## src/rtl/game_pkg.sv

```systemverilog
// Shared types and constants for the runner game controller.
// Screen extents, lanes, shape codes and sequencer states.
package game_pkg;

    typedef enum logic [3:0] {
        FLOORS,
        IDLE,
        WAIT,
        LOAD,
        ERASE,
        TREE,
        MAN,
        CHECK,
        OVER,
        DEAD
    } state_t;

    typedef logic [1:0] shape_t;

    localparam shape_t SHAPE_TOP_GAP = 2'b00;
    localparam shape_t SHAPE_TOP_ALT = 2'b01;
    localparam shape_t SHAPE_BOT_GAP = 2'b10;
    localparam shape_t SHAPE_WALL    = 2'b11;

    typedef struct packed {
        shape_t top;
        shape_t mid;
        shape_t bottom;
    } shapes_t;

    localparam shapes_t RESET_SHAPES = '{
        top:    SHAPE_TOP_GAP,
        mid:    SHAPE_BOT_GAP,
        bottom: SHAPE_WALL
    };

    localparam logic [7:0] SCREEN_W   = 8'd160;
    localparam logic [6:0] SCREEN_H   = 7'd120;
    localparam logic [7:0] SPEED      = 8'd2;
    localparam logic [7:0] TREE_START = SCREEN_W - 8'd4;
    localparam logic [7:0] MAN_X      = 8'd25;
    localparam logic [6:0] LANE0_Y    = 7'd28;
    localparam logic [6:0] LANE1_Y    = 7'd68;
    localparam logic [6:0] LANE2_Y    = SCREEN_H - 7'd12;

    function automatic logic [6:0] lane_y(input logic [1:0] lane);
        logic [6:0] y;
        unique case (lane)
            2'd0:    y = LANE0_Y;
            2'd1:    y = LANE1_Y;
            default: y = LANE2_Y;
        endcase
        return y;
    endfunction

endpackage

```

## src/rtl/frame_sequencer_if.sv

```systemverilog
// Control bundle between the frame sequencer and the drawing datapath.
// The sequencer is master; the datapath returns finish levels.
interface frame_sequencer_if;
    import game_pkg::*;

    logic        drawing_floors;
    logic        erase;
    logic        draw_tree;
    logic        draw_man;
    logic        gameover;
    logic        draw_floors_finish;
    logic        erase_finish;
    logic        draw_tree_finish;
    logic        draw_man_finish;
    logic        draw_gameover_finish;
    logic        ld_x;
    logic        ld_y;
    logic        ld_man_style;
    logic        ld_shape;
    logic [7:0]  x_out;
    logic [6:0]  y_out;
    logic        man_style;
    shape_t      top;
    shape_t      mid;
    shape_t      bottom;
    logic [15:0] score;

    modport master (
        output drawing_floors, erase, draw_tree, draw_man, gameover,
        output ld_x, ld_y, ld_man_style, ld_shape,
        output x_out, y_out, man_style, top, mid, bottom, score,
        input  draw_floors_finish, erase_finish, draw_tree_finish,
        input  draw_man_finish, draw_gameover_finish
    );

    modport slave (
        input  drawing_floors, erase, draw_tree, draw_man, gameover,
        input  ld_x, ld_y, ld_man_style, ld_shape,
        input  x_out, y_out, man_style, top, mid, bottom, score,
        output draw_floors_finish, erase_finish, draw_tree_finish,
        output draw_man_finish, draw_gameover_finish
    );

endinterface

```

## src/rtl/collision_check.sv

```systemverilog
// Combinational runner/obstacle overlap test.
// Hit when the obstacle overlaps the runner columns and the lane shape blocks.
module collision_check
    import game_pkg::*;
(
    input  logic [7:0] tx,
    input  logic [1:0] lane,
    input  logic       man_style,
    input  shapes_t    shapes,
    output logic       hit
);

    logic [8:0] tx_p1;
    logic       in_col;
    shape_t     s;
    logic       bad;

    assign tx_p1  = {1'b0, tx} + 9'd1;
    assign in_col = (tx_p1 >= {1'b0, MAN_X}) &&
                    (tx <= MAN_X + 8'd6);

    always_comb begin
        unique case (lane)
            2'd0:    s = shapes.top;
            2'd1:    s = shapes.mid;
            default: s = shapes.bottom;
        endcase
    end

    // man_style 1 = upright: a bottom gap needs a crouch, a top gap forbids it
    always_comb begin
        bad = 1'b0;
        unique case (s)
            SHAPE_WALL:    bad = 1'b1;
            SHAPE_BOT_GAP: bad = man_style;
            SHAPE_TOP_GAP,
            SHAPE_TOP_ALT: bad = ~man_style;
        endcase
    end

    assign hit = in_col & bad;

endmodule

```

## src/rtl/frame_sequencer.sv

```systemverilog
// Game controller: sequences floor init, per-frame draw phases and game over.
// Owns obstacle position, shapes, runner lane/posture and score.
module frame_sequencer
    import game_pkg::*;
(
    input  logic              clk,
    input  logic              reset_n,
    input  logic              frame_tick,
    input  logic              start,
    input  logic              btn_up,
    input  logic              btn_down,
    input  logic              btn_crouch,
    input  logic [5:0]        shape_rnd,
    frame_sequencer_if.master dp
);

    state_t      state;
    logic        pend;
    logic [7:0]  tx;
    logic [1:0]  lane;
    logic [6:0]  y;
    logic        style;
    shapes_t     shp;
    logic [15:0] score;
    logic        floors, er, tr, mn, ov;
    logic        ld_x, ld_y, ld_ms, ld_sh;
    logic        hit;
    logic        wrap;
    logic        busy;
    logic [1:0]  lane_nx;

    collision_check u_cc (
        .tx        (tx),
        .lane      (lane),
        .man_style (style),
        .shapes    (shp),
        .hit       (hit)
    );

    assign wrap = tx < SPEED;
    assign busy = (state == LOAD) || (state == ERASE) ||
                  (state == TREE) || (state == MAN) ||
                  (state == CHECK);

    always_comb begin
        lane_nx = lane;
        unique case (1'b1)
            btn_up && !btn_down && lane != 2'd0:
                lane_nx = lane - 2'd1;
            btn_down && !btn_up && lane != 2'd2:
                lane_nx = lane + 2'd1;
            default: ;
        endcase
    end

    always_ff @(posedge clk or negedge reset_n) begin
        if (!reset_n) begin
            state  <= FLOORS;
            pend   <= 1'b0;
            tx     <= TREE_START;
            lane   <= 2'd2;
            y      <= LANE2_Y;
            style  <= 1'b1;
            shp    <= RESET_SHAPES;
            score  <= 16'd0;
            floors <= 1'b0;
            er     <= 1'b0;
            tr     <= 1'b0;
            mn     <= 1'b0;
            ov     <= 1'b0;
            ld_x   <= 1'b0;
            ld_y   <= 1'b0;
            ld_ms  <= 1'b0;
            ld_sh  <= 1'b0;
        end else begin
            ld_x  <= 1'b0;
            ld_y  <= 1'b0;
            ld_ms <= 1'b0;
            ld_sh <= 1'b0;
            // one tick of slack while a frame is being drawn
            if (frame_tick && busy)
                pend <= 1'b1;
            unique case (state)
                FLOORS: begin
                    floors <= ~dp.draw_floors_finish;
                    if (dp.draw_floors_finish)
                        state <= IDLE;
                end
                IDLE: if (start) state <= WAIT;
                WAIT: if (frame_tick || pend) begin
                    pend  <= 1'b0;
                    state <= LOAD;
                    ld_x  <= 1'b1;
                    ld_y  <= 1'b1;
                    ld_ms <= 1'b1;
                    if (wrap) begin
                        tx    <= TREE_START;
                        shp   <= shapes_t'(shape_rnd);
                        ld_sh <= 1'b1;
                        if (score != 16'hFFFF)
                            score <= score + 16'd1;
                    end else begin
                        tx <= tx - SPEED;
                    end
                    lane  <= lane_nx;
                    y     <= lane_y(lane_nx);
                    style <= ~btn_crouch;
                end
                LOAD: begin
                    state <= ERASE;
                    er    <= 1'b1;
                end
                ERASE: if (dp.erase_finish) begin
                    state <= TREE;
                    er    <= 1'b0;
                    tr    <= 1'b1;
                end
                TREE: if (dp.draw_tree_finish) begin
                    state <= MAN;
                    tr    <= 1'b0;
                    mn    <= 1'b1;
                end
                MAN: if (dp.draw_man_finish) begin
                    state <= CHECK;
                    mn    <= 1'b0;
                end
                CHECK: begin
                    if (hit) begin
                        state <= OVER;
                        ov    <= 1'b1;
                    end else begin
                        state <= WAIT;
                    end
                end
                OVER: if (dp.draw_gameover_finish) begin
                    state <= DEAD;
                    ov    <= 1'b0;
                end
                DEAD: ;
                default: state <= FLOORS;
            endcase
        end
    end

    assign dp.drawing_floors = floors;
    assign dp.erase          = er;
    assign dp.draw_tree      = tr;
    assign dp.draw_man       = mn;
    assign dp.gameover       = ov;
    assign dp.ld_x           = ld_x;
    assign dp.ld_y           = ld_y;
    assign dp.ld_man_style   = ld_ms;
    assign dp.ld_shape       = ld_sh;
    assign dp.x_out          = tx;
    assign dp.y_out          = y;
    assign dp.man_style      = style;
    assign dp.top            = shp.top;
    assign dp.mid            = shp.mid;
    assign dp.bottom         = shp.bottom;
    assign dp.score          = score;

endmodule

```

## src/flat_wrapper.sv

```systemverilog
// flat-port wrapper written by rule: the top's interface ports become plain ports
module frame_sequencer_flat import game_pkg::*;
  (clk, reset_n, frame_tick, start, btn_up, btn_down, btn_crouch, shape_rnd, dp_drawing_floors, dp_erase, dp_draw_tree, dp_draw_man, dp_gameover, dp_ld_x, dp_ld_y, dp_ld_man_style, dp_ld_shape, dp_x_out, dp_y_out, dp_man_style, dp_top, dp_mid, dp_bottom, dp_score, dp_draw_floors_finish, dp_erase_finish, dp_draw_tree_finish, dp_draw_man_finish, dp_draw_gameover_finish);
  frame_sequencer_if dp_i ();
  input  logic clk;
  input  logic reset_n;
  input  logic frame_tick;
  input  logic start;
  input  logic btn_up;
  input  logic btn_down;
  input  logic btn_crouch;
  input  logic [5:0] shape_rnd;
  output wire logic [$bits(dp_i.drawing_floors)-1:0] dp_drawing_floors;
  output wire logic [$bits(dp_i.erase)-1:0] dp_erase;
  output wire logic [$bits(dp_i.draw_tree)-1:0] dp_draw_tree;
  output wire logic [$bits(dp_i.draw_man)-1:0] dp_draw_man;
  output wire logic [$bits(dp_i.gameover)-1:0] dp_gameover;
  output wire logic [$bits(dp_i.ld_x)-1:0] dp_ld_x;
  output wire logic [$bits(dp_i.ld_y)-1:0] dp_ld_y;
  output wire logic [$bits(dp_i.ld_man_style)-1:0] dp_ld_man_style;
  output wire logic [$bits(dp_i.ld_shape)-1:0] dp_ld_shape;
  output wire logic [$bits(dp_i.x_out)-1:0] dp_x_out;
  output wire logic [$bits(dp_i.y_out)-1:0] dp_y_out;
  output wire logic [$bits(dp_i.man_style)-1:0] dp_man_style;
  output wire logic [$bits(dp_i.top)-1:0] dp_top;
  output wire logic [$bits(dp_i.mid)-1:0] dp_mid;
  output wire logic [$bits(dp_i.bottom)-1:0] dp_bottom;
  output wire logic [$bits(dp_i.score)-1:0] dp_score;
  input wire logic [$bits(dp_i.draw_floors_finish)-1:0] dp_draw_floors_finish;
  input wire logic [$bits(dp_i.erase_finish)-1:0] dp_erase_finish;
  input wire logic [$bits(dp_i.draw_tree_finish)-1:0] dp_draw_tree_finish;
  input wire logic [$bits(dp_i.draw_man_finish)-1:0] dp_draw_man_finish;
  input wire logic [$bits(dp_i.draw_gameover_finish)-1:0] dp_draw_gameover_finish;
  assign dp_drawing_floors = dp_i.drawing_floors;
  assign dp_erase = dp_i.erase;
  assign dp_draw_tree = dp_i.draw_tree;
  assign dp_draw_man = dp_i.draw_man;
  assign dp_gameover = dp_i.gameover;
  assign dp_ld_x = dp_i.ld_x;
  assign dp_ld_y = dp_i.ld_y;
  assign dp_ld_man_style = dp_i.ld_man_style;
  assign dp_ld_shape = dp_i.ld_shape;
  assign dp_x_out = dp_i.x_out;
  assign dp_y_out = dp_i.y_out;
  assign dp_man_style = dp_i.man_style;
  assign dp_top = dp_i.top;
  assign dp_mid = dp_i.mid;
  assign dp_bottom = dp_i.bottom;
  assign dp_score = dp_i.score;
  assign dp_i.draw_floors_finish = dp_draw_floors_finish;
  assign dp_i.erase_finish = dp_erase_finish;
  assign dp_i.draw_tree_finish = dp_draw_tree_finish;
  assign dp_i.draw_man_finish = dp_draw_man_finish;
  assign dp_i.draw_gameover_finish = dp_draw_gameover_finish;
  frame_sequencer u_core (.clk(clk), .reset_n(reset_n), .frame_tick(frame_tick), .start(start), .btn_up(btn_up), .btn_down(btn_down), .btn_crouch(btn_crouch), .shape_rnd(shape_rnd), .dp(dp_i));
endmodule
```

## config.mk

```make
export PLATFORM = sky130hd
export DESIGN_NAME = frame_sequencer_flat
export DESIGN_NICKNAME = d
export VERILOG_FILES = /design/src/rtl/game_pkg.sv /design/src/rtl/frame_sequencer_if.sv /design/src/rtl/collision_check.sv /design/src/rtl/frame_sequencer.sv /design/src/flat_wrapper.sv
export SDC_FILE = /design/constraint.sdc
export NUM_CORES = 1
export LEC_CHECK = 0
export ABC_AREA = 1
export BUFFER_PORTS_ARGS = -buffer_cell sky130_fd_sc_hd__buf_2
export CORE_UTILIZATION = 45
export DETAILED_ROUTE_END_ITERATION = 7
export PLACE_DENSITY = 0.71
export REMOVE_ABC_BUFFERS = 1
export SYNTH_ARGS = -nofsm -noshare
export SYNTH_HDL_FRONTEND = slang
export SYNTH_SLANG_ARGS = --single-unit
```

## constraint.sdc

```tcl
create_clock -name clk -period 2.4 [get_ports clk]
set_input_delay 0.24 -clock clk [delete_from_list [all_inputs] [get_ports clk]]
set_output_delay 0.24 -clock clk [all_outputs]
set_load 0.1 [all_outputs]
```

==> results.md, run 1 <==
- Status: completed
- Synth-to-Final Area Change: 18.0%
- DR vias: 2438
- Worst-path clk slew: 0.09 ns
- Crit share post-route: 0.759
- Hold/Removal Path Class: input port to flip-flop
- Clk root buf: clkbuf_8
- Nets@finish: 453
- WP data required: 2.59 ns
- Synth warn: 0
- # port buffers: 60
- Crit Path Class: flip-flop to flip-flop
- Die W: just over 80 um
- Final cell count without fillers: 505
- Number of remaining DRC errors: 0
- Hold slack: 0.0887 ns
- Clock latency on the worst-skew pair: 0.30 ns
- Via density: 4.83
- Synth Area in XOR/XNOR: 0.0408
- CP arrival: roughly 2 ns
- Number of global-route vias before repair: 2221
- DR iter-0 viols: roughly 210
- DIE HEIGHT: around 81 um
- Clock Sinks: 48
- Placed Cells: 496
- Cell variety after synth: 34
- Synth area leaders: dfrtp_1 (32%), nand2_1 (18%), dfstp_2 (11%)
- Die Footprint: 6520 sq um
- # diodes: 0
- Minimum clock period: 1.82 ns
- Drt wl/cell: 11.8 um
- Fmax: 549 MHz
- Commonest non-fill, non-tap cell in the layout: nand2_1
- Total GRT Usage: 0.201
- Dpl hpwl: 4540 um
- Filler cells: between 500 and 600
- Drt total wl: just under 6000 um
- Synth top area share: 0.323
- Initial core utilization: 0.468
- Final Hold Vio Count: 0
- Post-CTS Setup Bufs: 0
- Fin. max-slew vios: 0
- Mux contribution to synthesized area: 0
- Post-DP Area: 3130 sq um
- Post-synth top area cell: dfrtp_1
- Post-Synthesis Cells: 367
- I/O pin total: 65
- Post-Syn Area: 2790 sq um
- Flops & latches, synth: 48
- Compound-Gate Fraction of Synth Area: 0.0444
- RePlAce Congestion: 0.841
- Sequential area share after synthesis: 0.436
- Leak pwr: 0.00183 uW
- Setup TNS Final: 0 ns
- Final Setup Violations: 0
- Antenna viol nets, final: 0
- TritonCTS clock tree: yes
- Peak VDD IR: 0.00102 V
- Final Skew: 0.00791 ns
- Worst Tran Pin Value: between 0.5 and 0.6 ns
- Main combinational cell family by area after synthesis: simple AND/OR/NAND/NOR gates
- Grt ovf: 0
- Max-slew headroom: 0.615
- Fin worst setup slack: 0.578 ns
- Ratio of cells with drive above 1 in the final layout: 0.247
- Crit. End Element: flip-flop
- TritonCTS Buffers: 5
- Most frequent cells in the layout: nand2_1 (137), buf_2 (60), inv_1 (40)
- First drt pass iteration count: 4
- Initial antenna violation count: 0
- CTS H-tree lvls: 2
- Largest net degree at the start of global routing: 26
- RSZ-0062 raised after global routing: false
- Pre-CTS WS: 0.591 ns
- Power per cell area: 1400 nW/um^2
- Post-Synth Simple-Gate Area: 0.355
- Crit-path max FO: 17
- Core Area: 5960 sq um
- Setup crit start kind: flip-flop
- Final instance area: 3290 sq um
- Maxcap violations: 0
- Syn avg cell area: 7.60 sq um
- Post-synthesis adder-cell area fraction: 0.0269
- Max Root-Sink Buffers: 2
- First-pass GRT wire length: ~10000 um
- Num rows: 28
kinds of logic after synthesis:
kind of cell / count (synthesis)
AOI/OAI and AO/OA: 21
DFF: 48
and+or+nand+nor: 221
buffers and inverters: 56
adders and majority gates: 6
other: 2
xor gates and xnor gates: 13
metal layers:
layer / share of wire / track usage / up-vias
li1: - / - / 1258
met4: 0.0061 / 0.0589 / 0
met5: 0 / 0 / -
met3: 0.048 / 0.0393 / 4
met2: 0.46 / 0.327 / 58
met1: 0.48 / 0.271 / 1118
repair_timing:
item / CTS / global route
hold endpoints to repair: 21 / 0
hold buffers: 1 / 0
resized for setup: 0 / 0
power by group:
part	total (uW)	leakage, uW	internal (uW)	switching, uW
registers	1310	0.000602	1110	208
logic	2600	0.00116	466	2130
clock network	708	0.0000747	437	271
stage by stage:
stage,total power [uW],util
2_1_floorplan,3510,-
3_3_place_gp,3900,0.526
3_5_place_dp,3930,0.526
4_1_cts,4660,0.553
5_1_grt,4890,0.553
6_report,4620,0.553
registers in the layout (all words and copies together) (netlist names), 2 cells and up:
name and cells:
u_core.dp.top 2, u_core.dp.y_out 4, u_core.state 4, u_core.dp.bottom 2, u_core.dp.mid 2, u_core.lane 2, u_core.dp.score 16, u_core.dp.x_out 7
layout make-up:
type / count / area (sq um) / area share
repair buffers: 62 / 330 / 0.100
clock inverters: 1 / 30.0 / 0.00912
multi-input cells: 265 / 1320 / 0.401
clock buffers: 7 / 119 / 0.0361
well taps: 75 / 93.8 / 0.0285
flip-flops and latches: 48 / 1220 / 0.369
inverters: 47 / 184 / 0.0559
Yosys cell counts:
cell type and n:
buf_6 3, nand2_4 3, nand4_1 6, nand2_1 137, conb_1 2, inv_1 40
a2bb2oi_1 1, dfstp_2 12, o311a_2 1, clkinv_2 2, nand3_1 26, a21oi_1 3
nor3_2 1, nand3_4 1, o21ai_0 12, nor2_1 28, inv_2 3, nor3_1 5
xor2_1 5, nor2_4 4, nand2_2 2, xnor2_1 8, a22oi_1 1, inv_4 2
nand3_2 2, or2_1 1, o21ai_1 1, nand3b_1 2, dfrtp_1 36, buf_4 6
ha_1 6, nor2_2 3, o31ai_1 1, a21oi_2 1
worst max-delay path, stage by stage (launching register included):
cell,delay [ns]
dfrtp_1,0.45
ha_1,0.32
inv_2,0.07
nor2_2,0.16
nand2_2,0.09
nor3_2,0.12
nor2_1,0.08
nand2_4,0.18
inv_4,0.11
nand2_1,0.07
nand2_1,0.05
final timing paths:
path                                    startpoint                   to  slack (ns)  cells after the start
worst max register to register  u_core.dp.score[0]  u_core.dp.score[10]        0.58                     10
worst min register to register  u_core.dp.y_out[5]   u_core.dp.y_out[5]        0.47                      2
worst max-delay path            u_core.dp.score[0]  u_core.dp.score[10]        0.58                     10
min in group asynchronous                  reset_n      u_core.state[0]        0.46                      2
worst min-delay path                    btn_crouch  u_core.dp.man_style        0.09                      2
max in group asynchronous                  reset_n     u_core.dp.mid[1]        1.33                      3
Power figures use the tool's default switching activity.
==> run 2: changes to the inputs <==
ABC_AREA = 0   (was 1)
PLACE_DENSITY = 0.74   (was 0.71)
clock period = 1.5 ns   (was 2.4 ns; I/O delays follow)
==> run 2 against run 1 <==
The flow now finishes with violations (setup timing); count of clock-buffer cells in the layout rose by 1; flip-flop and latch count did not move; final cell count fell by 12%; critical path type unchanged; largest power group unchanged.
==> results.md, run 2 <==
- Minimum clock period: roughly 1.8 ns
- Fmax: 560 MHz
- Final instance area: 3900 sq um
- Leak pwr: 0.00189 uW
- Max FFs per register: 16
- Hold/Removal Path Class: input port to flip-flop
- Synth top area share: 0.362
- Initial core utilization: 0.478
- DIE HEIGHT: 76.3 um
- Post-Synthesis Cells: 243
- Flops & latches, synth: 48
- Register area: 1220 sq um
- Dpl hpwl: 4220 um
- Most frequent cell after synthesis: dfrtp_1
- Number of remaining DRC errors: 0
- Sequential area share after synthesis: 0.489
- Crit share post-route: 1.19
- RSZ-0062 raised after global routing: true
- Pre-CTS WS: -0.387 ns
- Antenna viol nets, final: 0
- # port buffers: 60
- Ratio of cells with drive above 1 in the final layout: 0.564
- Maxcap violations: 0
- TritonCTS Buffers: 5
- Post-synth EDFFs: 0
- Most frequent cells in the layout: buf_4 (59), buf_2 (55), dfrtp_1 (36)
- DR vias: 2372
- Fin worst setup slack: -0.286 ns
- Post-Syn Area: 2490 sq um
- Setup crit start kind: flip-flop
- Synth area leaders: dfrtp_1 (36%), dfstp_2 (13%), xnor2_1 (5.6%)
- First drt pass iteration count: 5
- DR iter-0 viols: 73
- WP data required: about 1.7 ns
- Worst-path clk slew: 0.08 ns
- Final Skew: around 0.011 ns
- Post-DP Area: 3330 sq um
- Grt ovf: 0
- Largest net degree at the start of global routing: slightly below 50
- Seq pwr share: 0.235
- Sw frac: 0.536
- P_sw: 4840 uW
- Max Root-Sink Buffers: 2
- CP arrival: a little over 2 ns
- Drt wl/cell: 15.3 um
- Fin. max-slew vios: 0
- RePlAce Congestion: 0.827
- Power per cell area: around 2300 nW/um^2
- Clk root buf: clkbuf_8
- Crit Path Class: flip-flop to flip-flop
- Crit. End Element: flip-flop
- CTS H-tree lvls: 2
- Failing checks: setup timing
- Core Util, Final: 0.749
- Final Setup Violations: 38
- Num rows: 26
- Nets@finish: 399
- TritonCTS clock tree: yes
- Core Area: between 5000 and 6000 sq um
- Post-synth top area cell: dfrtp_1
- Total GRT Usage: 0.230
- Syn avg cell area: 10.2 sq um
- Clock latency on the worst-skew pair: 0.30 ns
- Status: finished, violations left
- Synth warn: 0
- Filler cells: 369
- Hold slack: 0.0716 ns
- Commonest non-fill, non-tap cell in the layout: buf_4
- I/O pin total: 65
- Via density: 5.32
- First-pass GRT wire length: ~11000 um
- Combinational share of power: 0.678
- Final Hold Vio Count: 0
- Initial antenna violation count: 0
- Area of the multi-input gates: about 1400 sq um
- Asr flop ratio synth: 1.00
- Die W: 76.3 um
- Pint: about 4200 uW
- Number of global-route vias before repair: around 2300
- Clock share of power: 0.087
- Largest reg by FF count: u_core.dp.score
- # diodes: 0
- Most frequent cells after synthesis: dfrtp_1 (36), nand2_1 (31), nor2_1 (17)
- Main synth FF type: dfrtp_1
- Cell variety after synth: 47
- Crit-path max FO: 3
- Synth-to-Final Area Change: 56.7%
- Drt total wl: 6830 um
- Die Footprint: 5830 sq um
- Clock Sinks: 48
- Peak VDD IR: 0.00193 V
-- run 2: path summary, 6_finish.rpt --
path / from / to / slack, ns / depth (start not counted)
worst max register to register: u_core.lane[1] / u_core.dp.y_out[3] / -0.29 / 8
worst min register to register: u_core.dp.y_out[5] / u_core.dp.y_out[5] / 0.48 / 2
min in group asynchronous: reset_n / u_core.state[3] / 0.36 / 3
worst min-delay path: dp_draw_gameover_finish / u_core.dp.gameover / 0.07 / 2
max in group asynchronous: reset_n / u_core.dp.x_out[3] / 0.86 / 3
worst max-delay path: u_core.lane[1] / u_core.dp.y_out[3] / -0.29 / 8
-- run 2: per-layer routing --
metal,GRT usage,vias up,wire length (um)
met2,0.398,96,3590
met1,0.282,1136,2660
met3,0.0347,30,316
met5,0,-,0
met4,0.104,0,267
li1,-,1110,-
-- run 2: per-stage QoR --
step	setup TNS [ns]	instances	power [uW]
after floorplan	-27.77	231	5640
after global placement	-7.62	423	7030
after detailed placement	-9.72	423	7140
after CTS	-5.57	440	8530
after global routing	-10.05	446	9400
final	-7.39	446	9040
-- run 2: worst max-delay path, stage by stage, from the launching register on --
cell and delay (ns):
dfstp_2 0.55, inv_2 0.06, ha_4 0.23, nor4b_4 0.28, a31oi_1 0.08, o211ai_1 0.19
buf_4 0.21, o21ai_2 0.06, nand2_1 0.06
-- run 2: power groups by stage --
stage          logic [uW]  clock network [uW]  registers, uW
3_3_place_gp         4980                   0           2050
2_1_floorplan        1180                   0           4450
3_5_place_dp         5070                   0           2070
5_1_grt              6390                 851           2160
6_report             6120                 790           2120
4_1_cts              5650                 797           2080
-- run 2: layout make-up --
type	count	area share
multi-input combinational	173	0.367
timing repair buffer	137	0.263
sequential	48	0.312
tap	70	0.0225
inverter	10	0.0116
clock buffer	8	0.0231
-- run 2: kinds of logic after synthesis --
family / share of synthesized area
and+or+nand+nor: 0.187
DFF: 0.489
AOI/OAI and AO/OA: 0.116
buffers and inverters: 0.0523
xor gates and xnor gates: 0.0704
muxes: 0.0528
adders and majority gates: 0.0302
other: 0.00302
-- run 2: what timing repair did --
action	in CTS	in global routing
hold endpoints to repair	36	1
gates cloned	1	0
pin swaps	24	21
endpoints found under the setup margin	38	44
hold buffers	1	1
buffers inserted	8	8
gates resized for setup	53	46
